## src/rtl/id_exe_reg.sv

```systemverilog
// ID-to-EXE pipeline register: latches decoded fields and control bits, handles
// freeze/flush, and counts inserted bubbles with a saturating counter.
module id_exe_reg #(
  parameter int DW    = 32,
  parameter int CNT_W = 16
) (
  input  logic             clk,
  input  logic             rst,
  input  logic             freeze,
  input  logic             flush,
  input  logic [DW-1:0]    pc_in,
  input  logic [DW-1:0]    val_rn_in,
  input  logic [DW-1:0]    val_rm_in,
  input  logic [11:0]      shift_operand_in,
  input  logic [23:0]      signed_imm24_in,
  input  logic [3:0]       dest_in,
  input  logic [3:0]       src1_in,
  input  logic [3:0]       src2_in,
  input  logic [3:0]       exe_cmd_in,
  input  logic             imm_in,
  input  logic             s_in,
  input  logic             b_in,
  input  logic             mem_r_en_in,
  input  logic             mem_w_en_in,
  input  logic             wb_en_in,
  input  logic [3:0]       status_in,
  input  logic             valid_in,
  output logic [DW-1:0]    pc_out,
  output logic [DW-1:0]    val_rn_out,
  output logic [DW-1:0]    val_rm_out,
  output logic [11:0]      shift_operand_out,
  output logic [23:0]      signed_imm24_out,
  output logic [3:0]       dest_out,
  output logic [3:0]       src1_out,
  output logic [3:0]       src2_out,
  output logic [3:0]       exe_cmd_out,
  output logic             imm_out,
  output logic             s_out,
  output logic             b_out,
  output logic             mem_r_en_out,
  output logic             mem_w_en_out,
  output logic             wb_en_out,
  output logic [3:0]       status_out,
  output logic             valid_out,
  output logic [CNT_W-1:0] bubble_cnt
);

  localparam logic [CNT_W-1:0] CNT_ONE = {{(CNT_W-1){1'b0}}, 1'b1};
  localparam logic [CNT_W-1:0] CNT_MAX = {CNT_W{1'b1}};

  logic             load_en;
  logic             ctl_en;
  logic             bubble;
  logic [4:0]       ctl_in;
  logic [4:0]       ctl_next;
  logic [CNT_W-1:0] bubble_cnt_reg;
  logic [CNT_W-1:0] bubble_cnt_next;

  // Flush overrides freeze, so a flushed edge always loads.
  assign load_en = flush | ~freeze;
  assign ctl_en  = valid_in & ~flush;
  assign bubble  = flush | (~freeze & ~valid_in);

  assign ctl_in = {wb_en_in, mem_w_en_in, mem_r_en_in, b_in, s_in};

  // Side-effect bits only pass from a valid, unflushed slot.
  generate
    for (genvar gi = 0; gi < 5; gi++) begin : g_ctl_gate
      assign ctl_next[gi] = ctl_in[gi] & ctl_en;
    end
  endgenerate

  always_comb begin
    bubble_cnt_next = bubble_cnt_reg;
    if (bubble && (bubble_cnt_reg != CNT_MAX))
      bubble_cnt_next = bubble_cnt_reg + CNT_ONE;
  end

  always_ff @(posedge clk or posedge rst) begin
    if (rst) begin
      pc_out            <= '0;
      val_rn_out        <= '0;
      val_rm_out        <= '0;
      shift_operand_out <= '0;
      signed_imm24_out  <= '0;
      dest_out          <= '0;
      src1_out          <= '0;
      src2_out          <= '0;
      exe_cmd_out       <= '0;
      imm_out           <= 1'b0;
      s_out             <= 1'b0;
      b_out             <= 1'b0;
      mem_r_en_out      <= 1'b0;
      mem_w_en_out      <= 1'b0;
      wb_en_out         <= 1'b0;
      status_out        <= '0;
      valid_out         <= 1'b0;
      bubble_cnt_reg    <= '0;
    end else begin
      bubble_cnt_reg <= bubble_cnt_next;
      if (load_en) begin
        // Data fields load even on flush to keep waveforms deterministic.
        pc_out            <= pc_in;
        val_rn_out        <= val_rn_in;
        val_rm_out        <= val_rm_in;
        shift_operand_out <= shift_operand_in;
        signed_imm24_out  <= signed_imm24_in;
        src1_out          <= src1_in;
        src2_out          <= src2_in;
        imm_out           <= imm_in;
        status_out        <= status_in;
        dest_out          <= flush ? 4'd0 : dest_in;
        exe_cmd_out       <= flush ? 4'd0 : exe_cmd_in;
        valid_out         <= valid_in & ~flush;
        wb_en_out         <= ctl_next[4];
        mem_w_en_out      <= ctl_next[3];
        mem_r_en_out      <= ctl_next[2];
        b_out             <= ctl_next[1];
        s_out             <= ctl_next[0];
      end
    end
  end

  assign bubble_cnt = bubble_cnt_reg;

endmodule

```

## config.mk

```make
export PLATFORM = sky130hd
export DESIGN_NAME = id_exe_reg
export DESIGN_NICKNAME = d
export VERILOG_FILES = /design/src/rtl/id_exe_reg.sv
export SDC_FILE = /design/constraint.sdc
export NUM_CORES = 1
export LEC_CHECK = 0
export BUFFER_PORTS_ARGS = -buffer_cell sky130_fd_sc_hd__clkbuf_2
export CAP_MARGIN = 20
export CORE_AREA = 2 2 132 134
export DETAILED_ROUTE_END_ITERATION = 16
export DIE_AREA = 0 0 134 136
export GPL_TIMING_DRIVEN = 0
export PLACE_DENSITY = 0.7
export SYNTH_ARGS = -nofsm -noshare
export SYNTH_HDL_FRONTEND = slang
export SYNTH_SLANG_ARGS = --single-unit
```

## constraint.sdc

```tcl
create_clock -name clk -period 7.8 [get_ports clk]
set_input_delay 1.56 -clock clk [delete_from_list [all_inputs] [get_ports clk]]
set_output_delay 1.56 -clock clk [all_outputs]
set_load 0.01 [all_outputs]
```

==> impl_metrics.ini <==
[clock_network]
cts_buffers = 17
cts_resized = 0
cts.sinks = 175
clkSlewWorstSetupHoldPaths_ns = 0.06
root_buffer = clkbuf_16
cts_setup_buffers = 0
cts.path.max_buffers = 2
cts.htree.levels = 4
cts_tree = built
ctsHoldBuffers = 0
clk-insertion-delay-late_ns = 0.41

[critical_path]
crit_arrival_ns = 3.10
crit_path_end_kind = flip-flop
start_kind = input port
crit_path_max_fanout = 10
path_cells = clkbuf_2 > nand2b_1 > clkbuf_1 > buf_2 > mux2_2
critical_path_required_ns = 8.09
slowest_stage = clkbuf_1
critPathMaxStageDelay_ns = 0.49
critPathKind = in -> reg

[global_routing]
antenna_found_initial = 0
grt_pass1_wl_um = 25200
grt.total_usage_pct = 17.8
grt_max_degree = 120
grt_pass1_vias = 4744
gr-total-overflow = 0

[die]
ios = 338
rows = 48
die_y_um = 136
fp.dieArea_sq_um = 18200
core-area_sq_um = 16900
die_x_um = 134
start_util_pct = 40.3

[pwr]
power_leakage_uw = 0.00467
powerDensity_nw_per_um2 = 242
ir_drop_uv = 151
power.total_uw = 2270

[synth]
ys.flop_type = dfrtp_1
synthesis.nets = 590
avgSynthCellArea_sq_um = 15.9
ys_async_sr_fraction_pct = 100
postSynthCellCount = 426
yosys.area.top_type = dfrtp_1
synth_cell_types = 41
netlist_top_cells_area = dfrtp_1 (64%), mux2_2 (24%), mux2i_1 (1.2%)
yosys_warnings = 0
yosys_register_bits = 175
yosysTopAreaCellShare_pct = 64.5
seq_area_frac_synth_pct = 64.5
synth_area_sq_um = 6790
synth-edff-count = 0

[final_layout]
multi_input_area_sq_um = 2290
diodes = 0
syn_to_final_growth_pct = 37.7
regArea_sq_um = 4380
layout_common_cells = clkbuf_2 (336), dfrtp_1 (175), mux2_2 (145)
final_layout_size_suffix_gt1_share_pct = 68.2
largestRegisters = pc_out (32), val_rm_out (32), val_rn_out (32)
mostFrequentLayoutCell = clkbuf_2
num-fill-cells = 1460
fin_nets = 946
final_cells = 1020

[place]
io_buffers = 336
dpl.cell_count = 988
gp_congestion = 0.759
dp_hpwl_um = 12700

[routing]
num_vias = 4772
routed_wl_um = 16500
firstDrtPassIters = 4
avgViaCountPerCell = 4.68
wl_per_cell_um = 16.1
drt_iter0_markers = 152
antenna_left = 0
drc_errors = 0

[timing]
max_slew.worst_pin.slew_ns = 0.622
slew_headroom_pct = 58.5
maxSlewViolCount = 0
fin_crit_ns = 2.81
period_share_pct = 36.0
finalHoldViolCount = 0
timing.fmax_mhz = 356
rsz0062_at_grt = false
whs_ns = 0.504
setup_viol = 0
fin_skew_ns = 0.00428

[job]
maxCapViolCount = 0

[hold_path]
hold_path_class = reg -> reg

[outcome]
outcome = complete, no violations
-- metrics by stage --
step	setup TNS, ns	setup WS [ns]	cell area, sq um	util (%)
after detailed placement	0	4.42	8790	52.1
after CTS	0	4.86	9350	55.4
final	0	4.99	9350	55.4
after global routing	0	4.83	9350	55.4
after global placement	-89.38	-0.529	8760	51.9
after floorplan	0	1.49	6790	-
-- metal layers --
layer,GRT usage [%],routed length [um]
met3,4.96,1040
met2,30.6,8480
met1,21.7,6630
met5,0,0
met4,5.73,308
-- path summary, 6_finish.rpt --
path	endpoint	slack (ns)	start	cells past startpoint
min reg2reg	val_rn_out[19]	0.50	val_rn_out[19]	1
min in group asynchronous	pc_out[6]	1.15	rst	2
max in group asynchronous	val_rn_out[25]	5.73	rst	3
min	val_rn_out[19]	0.50	val_rn_out[19]	1
max	src1_out[0]	4.99	flush	5
max reg2reg	bubble_cnt[1]	6.08	bubble_cnt[1]	5
-- logic make-up after synthesis --
group                    Yosys count  synth area share (%)
multiplexers                     154                  25.4
flip-flops                       175                  64.5
AO/OA/AOI/OAI                     16                  1.90
buffers and inverters             23                  1.77
AND/OR/NAND/NOR                   44                  4.57
adder cells (fa/ha/maj)            1                 0.184
XOR/XNOR                          13                  1.68
-- critical path: cells and delay by family --
kind | cells | cell delay (ns)
simple gates | 1 | 0.13
mux | 1 | 0.37
buf+inv | 3 | 1.04
-- synthesized netlist by cell type (all sizes together), types with 2 or more instances --
cell type    n
dfrtp      175
mux2       146
buf         17
nor2        16
mux2i        8
xnor2        7
nand3        6
xor2         6
a22oi        5
clkbuf       4
nand4        4
nor4         4
inv          2
nand2        2
nor2b        2
nor3         2
nor3b        2
o211ai       2
o21a         2
or2          2
-- report_power, final --
group          total [uW]  switching (uW)  internal [uW]
Sequential           1080            75.2           1000
Combinational         377             191            187
Clock                 814             368            447
-- layout make-up --
type / count / share of cell area (%)
sequential: 175 / 46.8
multi-input combinational: 228 / 24.5
timing repair buffer: 337 / 18.3
clock buffer: 19 / 4.63
tap: 225 / 3.01
clock inverter: 13 / 1.38
buffer: 21 / 1.20
inverter: 2 / 0.161
(Power assumes the default switching activity.)
